## src/rtl/ad9914_pport_wr.sv

```systemverilog
`default_nettype none
// ============================================================================
// Module  : ad9914_pport_wr
// Brief   : Byte-serial AD9914 parallel-port writer with IO_UPDATE pulse and
//           optional readback compare.
// Revision: 1.0 - initial release
// ============================================================================
module ad9914_pport_wr #(
  parameter int SETUP_CYC    = 2,
  parameter int WR_PULSE_CYC = 3,
  parameter int RD_PULSE_CYC = 4,
  parameter int HOLD_CYC     = 2,
  parameter int IOUP_CYC     = 4,
  parameter bit VERIFY_EN    = 1'b1
) (
  input  logic        clk,
  input  logic        rst,
  input  logic        load,
  input  logic [7:0]  reg_base_addr,
  input  logic [31:0] reg_wvar,
  input  logic [3:0]  reg_byte_num,
  output logic [31:0] reg_rvar,
  output logic        res,
  output logic        busy,
  output logic        finish,
  output logic        io_update,
  output logic        p_pwd,
  output logic        p_wr,
  output logic        p_rd,
  output logic [7:0]  p_addr,
  output logic [7:0]  p_wdata,
  input  logic [7:0]  p_rdata,
  output logic        data_tri_select
);

  typedef enum logic [2:0] {
    ST_IDLE     = 3'd0,
    ST_W_SETUP  = 3'd1,
    ST_W_STROBE = 3'd2,
    ST_W_HOLD   = 3'd3,
    ST_IOUP     = 3'd4,
    ST_R_SETUP  = 3'd5,
    ST_R_STROBE = 3'd6,
    ST_R_HOLD   = 3'd7
  } state_t;

  // Counters are loaded with (length - 1) so each phase lasts exactly its length.
  localparam logic [7:0] c_setup = 8'(SETUP_CYC - 1);
  localparam logic [7:0] c_wr    = 8'(WR_PULSE_CYC - 1);
  localparam logic [7:0] c_rd    = 8'(RD_PULSE_CYC - 1);
  localparam logic [7:0] c_hold  = 8'(HOLD_CYC - 1);
  localparam logic [7:0] c_ioup  = 8'(IOUP_CYC - 1);

  state_t      r_state;
  logic [7:0]  r_cnt;
  logic [1:0]  r_idx;
  logic [1:0]  r_last;
  logic [7:0]  r_base;
  logic [31:0] r_wvar;
  logic [31:0] r_reg_rvar;
  logic        r_res;
  logic        r_busy;
  logic        r_io_update;
  logic        r_p_wr;
  logic        r_p_rd;
  logic [7:0]  r_p_addr;
  logic [7:0]  r_p_wdata;
  logic        r_tri;

  logic        w_cnt_done;
  logic        w_is_last;
  logic [1:0]  w_next_idx;
  logic [7:0]  w_cur_byte;
  logic [7:0]  w_next_byte;
  logic [7:0]  w_req_base;
  logic [1:0]  w_req_last;
  logic        w_unused_base;

  assign w_cnt_done    = (r_cnt == 8'd0);
  assign w_is_last     = (r_idx == r_last);
  assign w_next_idx    = r_idx + 2'd1;
  assign w_cur_byte    = r_wvar[{r_idx, 3'b000} +: 8];
  assign w_next_byte   = r_wvar[{w_next_idx, 3'b000} +: 8];
  assign w_req_base    = {reg_base_addr[5:0], 2'b00};
  // 1..4 map to 0..3 by wrap-around; 0 wraps to 3 and >4 is forced to 3.
  assign w_req_last    = (reg_byte_num > 4'd4) ? 2'd3 : (reg_byte_num[1:0] - 2'd1);
  assign w_unused_base = ^reg_base_addr[7:6];

  always_ff @(posedge clk or negedge rst) begin
    if (!rst) begin
      r_state     <= ST_IDLE;
      r_cnt       <= 8'd0;
      r_idx       <= 2'd0;
      r_last      <= 2'd0;
      r_base      <= 8'd0;
      r_wvar      <= 32'd0;
      r_reg_rvar  <= 32'd0;
      r_res       <= 1'b0;
      r_busy      <= 1'b0;
      r_io_update <= 1'b0;
      r_p_wr      <= 1'b1;
      r_p_rd      <= 1'b1;
      r_p_addr    <= 8'd0;
      r_p_wdata   <= 8'd0;
      r_tri       <= 1'b0;
    end else begin
      if (!w_cnt_done) r_cnt <= r_cnt - 8'd1;
      case (r_state)
        ST_IDLE: if (load) begin
          r_base     <= w_req_base;
          r_wvar     <= reg_wvar;
          r_last     <= w_req_last;
          r_idx      <= 2'd0;
          r_res      <= 1'b0;
          r_reg_rvar <= 32'd0;
          r_busy     <= 1'b1;
          r_p_addr   <= w_req_base;
          r_p_wdata  <= reg_wvar[7:0];
          r_tri      <= 1'b1;
          r_cnt      <= c_setup;
          r_state    <= ST_W_SETUP;
        end
        ST_W_SETUP: if (w_cnt_done) begin
          r_p_wr  <= 1'b0;
          r_cnt   <= c_wr;
          r_state <= ST_W_STROBE;
        end
        ST_W_STROBE: if (w_cnt_done) begin
          r_p_wr  <= 1'b1;
          r_cnt   <= c_hold;
          r_state <= ST_W_HOLD;
        end
        ST_W_HOLD: if (w_cnt_done) begin
          if (w_is_last) begin
            r_io_update <= 1'b1;
            r_cnt       <= c_ioup;
            r_state     <= ST_IOUP;
          end else begin
            r_idx     <= w_next_idx;
            r_p_addr  <= r_base + {6'd0, w_next_idx};
            r_p_wdata <= w_next_byte;
            r_cnt     <= c_setup;
            r_state   <= ST_W_SETUP;
          end
        end
        ST_IOUP: if (w_cnt_done) begin
          r_io_update <= 1'b0;
          r_tri       <= 1'b0;
          if (VERIFY_EN) begin
            r_idx    <= 2'd0;
            r_p_addr <= r_base;
            r_cnt    <= c_setup;
            r_state  <= ST_R_SETUP;
          end else begin
            r_busy  <= 1'b0;
            r_state <= ST_IDLE;
          end
        end
        ST_R_SETUP: if (w_cnt_done) begin
          r_p_rd  <= 1'b0;
          r_cnt   <= c_rd;
          r_state <= ST_R_STROBE;
        end
        ST_R_STROBE: if (w_cnt_done) begin
          r_reg_rvar[{r_idx, 3'b000} +: 8] <= p_rdata;
          if (p_rdata != w_cur_byte) r_res <= 1'b1;
          r_p_rd  <= 1'b1;
          r_cnt   <= c_hold;
          r_state <= ST_R_HOLD;
        end
        ST_R_HOLD: if (w_cnt_done) begin
          if (w_is_last) begin
            r_busy  <= 1'b0;
            r_state <= ST_IDLE;
          end else begin
            r_idx    <= w_next_idx;
            r_p_addr <= r_base + {6'd0, w_next_idx};
            r_cnt    <= c_setup;
            r_state  <= ST_R_SETUP;
          end
        end
        default: r_state <= ST_IDLE;
      endcase
    end
  end

  assign reg_rvar        = r_reg_rvar;
  assign res             = r_res;
  assign busy            = r_busy;
  assign finish          = ~r_busy;
  assign io_update       = r_io_update;
  assign p_pwd           = 1'b0;
  assign p_wr            = r_p_wr;
  assign p_rd            = r_p_rd;
  assign p_addr          = r_p_addr;
  assign p_wdata         = r_p_wdata;
  assign data_tri_select = r_tri;

endmodule
`default_nettype wire
```

## config.mk

```make
export PLATFORM = sky130hd
export DESIGN_NAME = ad9914_pport_wr
export DESIGN_NICKNAME = d
export VERILOG_FILES = /design/src/rtl/ad9914_pport_wr.sv
export SDC_FILE = /design/constraint.sdc
export NUM_CORES = 1
export LEC_CHECK = 0
export ABC_AREA = 1
export BUFFER_PORTS_ARGS = -buffer_cell sky130_fd_sc_hd__buf_2
export CAP_MARGIN = 10
export CORE_UTILIZATION = 25
export DETAILED_ROUTE_END_ITERATION = 12
export SLEW_MARGIN = 20
export SYNTH_ARGS = -nofsm -noshare
export SYNTH_HDL_FRONTEND = slang
export SYNTH_SLANG_ARGS = --single-unit
```

## constraint.sdc

```tcl
create_clock -name clk -period 4.4 [get_ports clk]
set_input_delay 0.22 -clock clk [delete_from_list [all_inputs] [get_ports clk]]
set_output_delay 0.22 -clock clk [all_outputs]
set_load 0.02 [all_outputs]
```

==> results of run 1 <==
## layer usage
metal,GRT usage [%],wire [um],vias to the layer above
li1,-,-,2386
met1,19.0,7020,2238
met2,22.8,7170,125
met3,3.19,823,10
met4,2.55,111,0
met5,0,0,-
## worst max-delay path, cell delays in order, from the launching register on
cell      delay, ps
dfrtp_1         670
clkinv_1        480
ha_1            450
inv_1           110
nor3_1          800
nand3_1         130
o21ai_0         120
## what timing repair did
item | CTS | global route
endpoints found under the hold margin | 0 | 70
endpoints found under the setup margin | 0 | 0
hold buffers | 0 | 1
## power by group through the flow
stage / Combinational (mW) / Sequential [mW] / Clock [mW]
floorplan: 1.56 / 1.60 / 0
global placement: 2.10 / 1.59 / 0
detailed placement: 2.13 / 1.60 / 0
CTS: 2.14 / 1.58 / 0.857
global route: 2.41 / 1.63 / 0.895
finish: 2.12 / 1.58 / 0.825
## cell type report
| cell class | instances | area [um2] |
|---|---|---|
| clock buffer | 10 | 229 |
| clock inverter | 6 | 66.3 |
| fill | 2345 | 15100 |
| inverter | 78 | 293 |
| multi-input combinational | 458 | 2450 |
| sequential | 107 | 2680 |
| tap | 280 | 350 |
| timing repair buffer | 113 | 602 |
## worst paths after layout
| check | endpoint | slack [ps] | cells past startpoint |
|---|---|---|---|
| worst max-delay path | reg_rvar[14]$_DFFE_PN0P_ | 1530 | 6 |
| worst min-delay path | r_last[0]$_DFFE_PN0P_ | 70 | 2 |
| worst max register to register | reg_rvar[14]$_DFFE_PN0P_ | 1530 | 6 |
| worst min register to register | reg_rvar[17]$_DFFE_PN0P_ | 480 | 2 |
| max in group asynchronous | r_wvar[16]$_DFFE_PN0P_ | 3040 | 3 |
| min in group asynchronous | reg_rvar[12]$_DFFE_PN0P_ | 480 | 2 |
## cells by family after synthesis
group                      Yosys count  share of synthesized area, %
and+or+nand+nor                    266                          20.6
AOI/OAI and AO/OA                  151                          15.3
DFF                                107                          48.2
other                                1                        0.0674
adders and majority gates           13                          2.93
xor gates and xnor gates             8                          1.26
muxes                               19                          3.85
buffers and inverters              105                          7.74
## registers in the layout, indices dropped and copies added, names as in the netlist, 2 cells and up
name      flops
p_addr        8
r_idx         2
r_last        2
r_state       3
reg_rvar     32
p_wdata       8
r_wvar       32
r_cnt         8
r_base        6
## cells in the mapped netlist (2+ instances only)
master     count
a22oi_1        3
mux2_2        19
o21ai_2        2
nor4_1         2
nor2_2         4
xor2_1         4
o31ai_1        6
clkbuf_1      11
dfrtp_1      105
nand2_2        3
nand4_1        2
buf_2         11
nand2_1      140
nand3_1       42
o21ai_0       84
buf_4          4
nor3_1        10
xnor2_1        4
o2111ai_1      2
a211oi_1       2
a21oi_1       33
nor2_4         2
o21ai_1        4
dfstp_2        2
o21a_1         7
o22ai_1        3
ha_1          13
inv_2          3
inv_1         74
nor2_1        55
## stage by stage
step                      total power, mW  instances  util (%)
after floorplan                      3.15        670         -
after global placement               3.69       1035      29.2
after detailed placement             3.73       1035      29.2
after CTS                            4.57       1051      30.5
after global routing                 4.94       1052      30.6
final                                4.52       1052      30.6
==> results.json, run 1 <==
{
  "fin_skew_ps": 11.4,
  "die_x_um": 151,
  "design_area_um2": 6670,
  "p_switching_mw": 2.00,
  "synth_edf_count": 0,
  "clkTransAtPathRegs_ps": 80,
  "root_buffer": "clkbuf_16",
  "yosys-top-cells-area": "dfrtp_1 (47%), nand2_1 (9.5%), o21ai_0 (7.6%)",
  "port_buffers": 107,
  "wl_um": 15100,
  "setup-tns-final_ps": 0,
  "layout_setup_ws_ps": 1530,
  "powerDensity_nw_per_um2": 677,
  "synth_ff_type": "dfrtp_1",
  "gp_congestion": 0.852,
  "die_area_um2": 22800,
  "tightest_slew_ps": 955,
  "grt_pass1_wl_um": 24300,
  "cts_resized": 0,
  "cts_sinks": 107,
  "synth-seq-cells": 107,
  "finalHoldViolCount": 0,
  "clock_latency_ps": 350,
  "power_report.internal_total_mw": 2.52,
  "antenna_found_initial": 0,
  "grt_usage_pct": 14.0,
  "yosysTopAreaCell": "dfrtp_1",
  "cts.htree.levels": 3,
  "placed_area_um2": 6360,
  "maxCapViolCount": 0,
  "synthesis.area_um2": 5560,
  "slew_headroom_pct": 35.8,
  "fp.dieH_um": 151,
  "outcome": "completed",
  "cts_max_path_buffers": 2,
  "path_max_fanout": 12,
  "grt_max_degree": 78,
  "drt_first_pass_iters": 5,
  "seqPwrFrac_pct": 34.9,
  "drive_above_1_share_pct": 21.9,
  "clkPwrFrac_pct": 18.3,
  "drtIter0Drc": 368,
  "ir_worst_vdd_uv": 265,
  "hold_start": "reg_byte_num[0]",
  "final.period_utilization_pct": 65.1,
  "leakagePower_nw": 3.27,
  "syn-num-nets": 738,
  "setup_violations": 0,
  "path_class": "register to register",
  "syn2layout_area_growth_pct": 20.0,
  "grt_pass1_vias": 4526,
  "period_needed_ps": 2870,
  "power_frac_comb_pct": 46.9,
  "ys_types": 44,
  "layout_commonest_cell": "nand2_1",
  "diodes": 0,
  "start_kind": "register",
  "pre_cts_ws_ps": 1560,
  "hpwl_um": 11300,
  "cts_buffers": 9,
  "postCtsSetupRepairBufs": 0,
  "core_area_um2": 21800,
  "crit_path_start": "r_idx[1]$_DFFE_PN0P_",
  "vias": 4759,
  "switching_share_pct": 44.4,
  "synth-async-reset-ratio_pct": 100,
  "vias_per_cell": 4.52,
  "cp.required_ps": 4660,
  "holdWs_ps": 66.7,
  "critPathArrivalTime_ps": 3130,
  "fmax_ghz": 0.349,
  "start_util_pct": 25.5,
  "drc": 0,
  "seq_area_frac_synth_pct": 48.2,
  "cts_tree": "yes",
  "rsz0062_at_grt": "false",
  "ys.warnings.count": 0,
  "hp-class": "input pin to register",
  "overflow": 0,
  "wl_per_cell_um": 14.4,
  "placementRows": 54,
  "slew_viol_final": 0,
  "end_kind": "register",
  "syn_inst": 670,
  "r2r-start": "r_idx[1]$_DFFE_PN0P_",
  "ant_nets": 0,
  "avgSynthCellArea_um2": 8.30,
  "nets": 835,
  "synth_top_area_share_pct": 47.3,
  "final_cell_mix": "nand2_1 (139), buf_2 (106), dfrtp_1 (104)",
  "pin_count": 111
}
(Power assumes the default switching activity.)
==> run 2, diff against run 1 <==
clock period = 3 ns   (was 4.4 ns; I/O delays follow)
==> run 2 against run 1 <==
Net effect:
- sequential share of layout area decreased by 0.10 points
- setup slack got worse by 830 ps
- combinational power increased by 48%
- highest routed layer unchanged
==> results.json, run 2 (synthesis results as in run 1) <==
{
  "root_buffer": "clkbuf_16",
  "start_util_pct": 25.5,
  "vias": 4681,
  "syn2layout_area_growth_pct": 20.3,
  "fin_skew_ps": 7.90,
  "cts_buffers": 9,
  "crit_path_start": "r_idx[1]$_DFFE_PN0P_",
  "pin_count": 111,
  "critPathArrivalTime_ps": 2540,
  "setup-tns-final_ps": 0,
  "final.period_utilization_pct": 76.4,
  "maxCapViolCount": 0,
  "seqPwrFrac_pct": 34.8,
  "drc": 0,
  "power_frac_comb_pct": 47.7,
  "diodes": 0,
  "drt_first_pass_iters": 5,
  "cts_tree": "yes",
  "cts_sinks": 107,
  "grt_max_degree": 65,
  "multiInputGateArea_um2": 2450,
  "layout_commonest_cell": "nand2_1",
  "grt_usage_pct": 14.0,
  "cp.required_ps": 3250,
  "hpwl_um": 11200,
  "placementRows": 54,
  "placedCellCount": 1038,
  "slew_viol_final": 0,
  "powerDensity_nw_per_um2": 982,
  "slew_headroom_pct": 40.9,
  "period_needed_ps": 2290,
  "tightest_slew_ps": 880,
  "finalPower_mw": 6.56,
  "clkPwrFrac_pct": 17.5,
  "drive_above_1_share_pct": 21.9,
  "port_buffers": 107,
  "ant_nets": 0,
  "grt_pass1_vias": 4560,
  "core_area_um2": 21800,
  "cts.htree.levels": 3,
  "cts_max_path_buffers": 2,
  "r2r-start": "r_idx[1]$_DFFE_PN0P_",
  "finalHoldViolCount": 0,
  "setup_violations": 0,
  "r2r_cells": 8,
  "leakagePower_nw": 3.27,
  "holdWs_ps": 23.6,
  "seqCellArea_um2": 2680,
  "wl_um": 15000,
  "overflow": 0,
  "end_kind": "register",
  "path_class": "register to register",
  "layout_setup_ws_ps": 708,
  "clock_latency_ps": 350,
  "cp-endpoint": "reg_rvar[16]$_DFFE_PN0P_",
  "grt_pass1_wl_um": 24400,
  "nFillCells": 2380,
  "worstReg2RegEnd": "reg_rvar[16]$_DFFE_PN0P_",
  "outcome": "completed",
  "die_x_um": 151,
  "pre_cts_ws_ps": 726,
  "wl_per_cell_um": 14.2,
  "gp_congestion": 0.853,
  "antenna_found_initial": 0,
  "fp.dieH_um": 151,
  "ir_worst_vdd_uv": 382,
  "hp-class": "input pin to register",
  "p_switching_mw": 2.91,
  "start_kind": "register",
  "fmax_ghz": 0.436,
  "power_report.internal_total_mw": 3.65,
  "path_max_fanout": 12,
  "rsz0062_at_grt": "false",
  "switching_share_pct": 44.4,
  "vias_per_cell": 4.43,
  "final_cell_mix": "nand2_1 (139), buf_2 (106), dfrtp_1 (105)",
  "die_area_um2": 22800,
  "nets": 839,
  "rrSetupSlack_ps": 710,
  "drtIter0Drc": 279,
  "layout.cells.non_filler": 1056,
  "clkTransAtPathRegs_ps": 70
}
run 2: cell count changes in the layout (fill, tap and decap cells not counted):
cell | before | now
dfrtp_1 | 104 | 105
clkinvlp_4 | 0 | 1
buf_4 | 4 | 8
buf_6 | 1 | 0
clkinv_2 | 2 | 1
clkbuf_1 | 1 | 2
dfrtp_2 | 1 | 0
dlygate4sd3_1 | 1 | 2
clkbuf_8 | 0 | 2
inv_6 | 0 | 1
clkinv_4 | 3 | 0
bufinv_16 | 1 | 0
run 2: what timing repair did:
item,CTS,global route
hold buffers,2,0
gates resized for setup,0,0
endpoints found under the hold margin,62,0
buffers inserted,0,0
run 2: metal layers:
layer	GRT usage (%)	share of wire, %	vias to the layer above
li1	-	-	2388
met1	19.1	49	2175
met2	22.0	45	105
met3	3.10	4.2	13
met4	4.25	1.5	0
met5	0	0	-
run 2: final cells by class:
cell class	instances	area share, %
well taps	280	5.24
repair buffers	117	9.43
clock inverters	3	0.318
multi-input cells	458	36.7
flip-flops and latches	107	40.1
inverters	78	4.38
clock buffers	13	3.89
run 2: worst min-delay path by stage:
stage	startpoint	endpoint	slack (ps)	cells past startpoint
after global routing	reg_wvar[28]	r_wvar[28]$_DFFE_PN0P_	10	2
after global placement	rst	r_cnt[7]$_DFF_PN0_	330	1
final	reg_wvar[28]	r_wvar[28]$_DFFE_PN0P_	20	2
after floorplan	rst	busy$_DFFE_PN0P_	-150	0
after CTS	reg_wvar[28]	r_wvar[28]$_DFFE_PN0P_	9	2
after detailed placement	rst	r_cnt[3]$_DFF_PN0_	340	1
run 2: metrics by stage:
| stage | cell area (um2) | util, % |
|---|---|---|
| floorplan | 5560 | - |
| global placement | 6390 | 29.3 |
| detailed placement | 6390 | 29.3 |
| CTS | 6690 | 30.6 |
| global route | 6690 | 30.6 |
| finish | 6690 | 30.6 |
run 2: worst max-delay path, cell delays in order (launching register included):
cell      delay [ps]
dfrtp_1          690
clkinv_1         180
ha_1             380
inv_1            150
nor3_1           190
inv_1             70
nor3_1           140
inv_1            130
o31ai_1          250
run 2: power groups by stage:
stage               Combinational [mW]  Clock (mW)  Sequential [mW]
floorplan                         2.29           0             2.34
global placement                  3.11           0             2.31
detailed placement                3.15           0             2.31
CTS                               3.17        1.20             2.29
global route                      3.58        1.24             2.36
finish                            3.13        1.15             2.28
==> run 3, diff against run 2 <==
clock period = 2.3 ns   (was 3 ns; I/O delays follow)
==> run 3 against run 2 <==
Net effect:
- maximum frequency grew 12%
- clock power up 39%
- count of clock-buffer cells in the layout did not move
- highest routed layer is now met5
- largest cell class unchanged
==> results.json, run 3 (synthesis results as in run 1) <==
{
  "cts_max_path_buffers": 2,
  "crit_path_frequent_cell": "inv_1",
  "grt_max_degree": 61,
  "drt_first_pass_iters": 5,
  "rsz0062_at_grt": "false",
  "hpwl_um": 11700,
  "cpPeakStageDelay_ps": 420,
  "start_kind": "register",
  "fin_skew_ps": 12.6,
  "pin_count": 111,
  "wl_per_cell_um": 14.4,
  "maxCapViolCount": 0,
  "setup_violations": 0,
  "path_class": "register to register",
  "cp.required_ps": 2570,
  "finalPower_mw": 8.84,
  "fp.dieH_um": 151,
  "postCtsSetupRepairBufs": 0,
  "grt_pass1_wl_um": 24300,
  "pre_cts_ws_ps": 254,
  "die_area_um2": 22800,
  "hp-class": "input pin to register",
  "grt_pass1_vias": 4602,
  "nets": 865,
  "cts_hold_buf": 21,
  "gp_congestion": 0.874,
  "core_area_um2": 21800,
  "end_kind": "register",
  "cts_tree": "yes",
  "vias_per_cell": 4.53,
  "finalHoldViolCount": 0,
  "root_buffer": "clkbuf_16",
  "tightest_slew_ps": 675,
  "slew_headroom_pct": 55.0,
  "die_x_um": 151,
  "cts_sinks": 107,
  "wl_um": 15600,
  "cts_resized": 0,
  "vias": 4911,
  "ant_nets": 0,
  "nFillCells": 2356,
  "slew_viol_final": 0,
  "drtIter0Drc": 320,
  "ir_worst_vdd_uv": 560,
  "final.period_utilization_pct": 89.3,
  "outcome": "completed",
  "clock_latency_ps": 360,
  "path_cells": "inv_1 -> ha_1 -> inv_1 -> nor2_2 -> o21ai_2 -> nor2_4 -> inv_2 -> a21oi_4 -> nand3_1 -> o21ai_0",
  "critPathArrivalTime_ps": 2330,
  "setup-tns-final_ps": 0,
  "layout_setup_ws_ps": 247,
  "overflow": 0,
  "placementRows": 54,
  "antenna_found_initial": 2,
  "syn2layout_area_growth_pct": 25.3,
  "leakagePower_nw": 3.40,
  "final_cell_mix": "nand2_1 (139), buf_2 (106), dfrtp_1 (105)",
  "cts_buffers": 9,
  "layout_commonest_cell": "nand2_1",
  "drc": 0,
  "drive_above_1_share_pct": 22.1,
  "path_max_fanout": 16,
  "start_util_pct": 25.5,
  "period_needed_ps": 2050,
  "cp_slowest_cell": "dfrtp_1",
  "cts.htree.levels": 3,
  "clkTransAtPathRegs_ps": 80,
  "port_buffers": 107,
  "powerDensity_nw_per_um2": 1270,
  "fmax_ghz": 0.487,
  "grt_usage_pct": 14.1
}
==> run 3: report_power, final <==
group          switching, mW  internal, mW  leakage, nW  total (mW)
sequential             0.444          2.52         1.33        2.96
clock                  0.714         0.881        0.144        1.60
combinational           2.71          1.58         1.92        4.29
==> run 3: worst paths after layout <==
| kind | startpoint | to | slack (ps) | depth (start not counted) |
|---|---|---|---|---|
| max | r_state[1]$_DFFE_PN0P_ | reg_rvar[8]$_DFFE_PN0P_ | 250 | 10 |
| min | reg_wvar[30] | r_wvar[30]$_DFFE_PN0P_ | 10 | 2 |
| max reg2reg | r_state[1]$_DFFE_PN0P_ | reg_rvar[8]$_DFFE_PN0P_ | 250 | 10 |
| min reg2reg | r_base[3]$_DFFE_PN0P_ | r_base[3]$_DFFE_PN0P_ | 480 | 2 |
| max in group asynchronous | rst | r_wvar[3]$_DFFE_PN0P_ | 1090 | 3 |
| min in group asynchronous | rst | r_cnt[2]$_DFF_PN0_ | 330 | 2 |
==> run 3: final cells by class <==
class,instances,area [um2],share of cell area (%)
Antenna cell,1,2.50,0.0359
Tap cell,280,350,5.03
Sequential cell,107,2680,38.5
Clock inverter,3,47.5,0.682
Inverter,78,293,4.20
Clock buffer,13,250,3.59
Multi-Input combinational cell,458,2460,35.3
Timing Repair Buffer,143,886,12.7
==> run 3: routing by layer <==
| metal | GRT usage, % | vias to the layer above | wire, um |
|---|---|---|---|
| met3 | 3.64 | 16 | 781 |
| li1 | - | 2441 | - |
| met1 | 18.2 | 2321 | 7120 |
| met2 | 23.2 | 131 | 7490 |
| met4 | 3.85 | 2 | 221 |
| met5 | 0 | - | 10 |
==> run 3: critical path, delay by kind of cell (launching register included) <==
| kind | cells | cell delay [ps] |
|---|---|---|
| AO/OA/AOI/OAI | 3 | 510 |
| adder cells (fa/ha/maj) | 1 | 190 |
| buffers and inverters | 3 | 250 |
| flip-flops | 1 | 420 |
| AND/OR/NAND/NOR | 3 | 590 |
==> run 3: stage by stage <==
stage,hold slack (ps),instances,utilization (%),area [um2]
3_5_place_dp,208,1045,29.6,6460
5_1_grt,3.67,1083,31.9,6970
6_report,11.6,1083,31.9,6970
3_3_place_gp,205,1045,29.6,6460
4_1_cts,1.68,1082,31.9,6960
2_1_floorplan,-181,670,-,5570
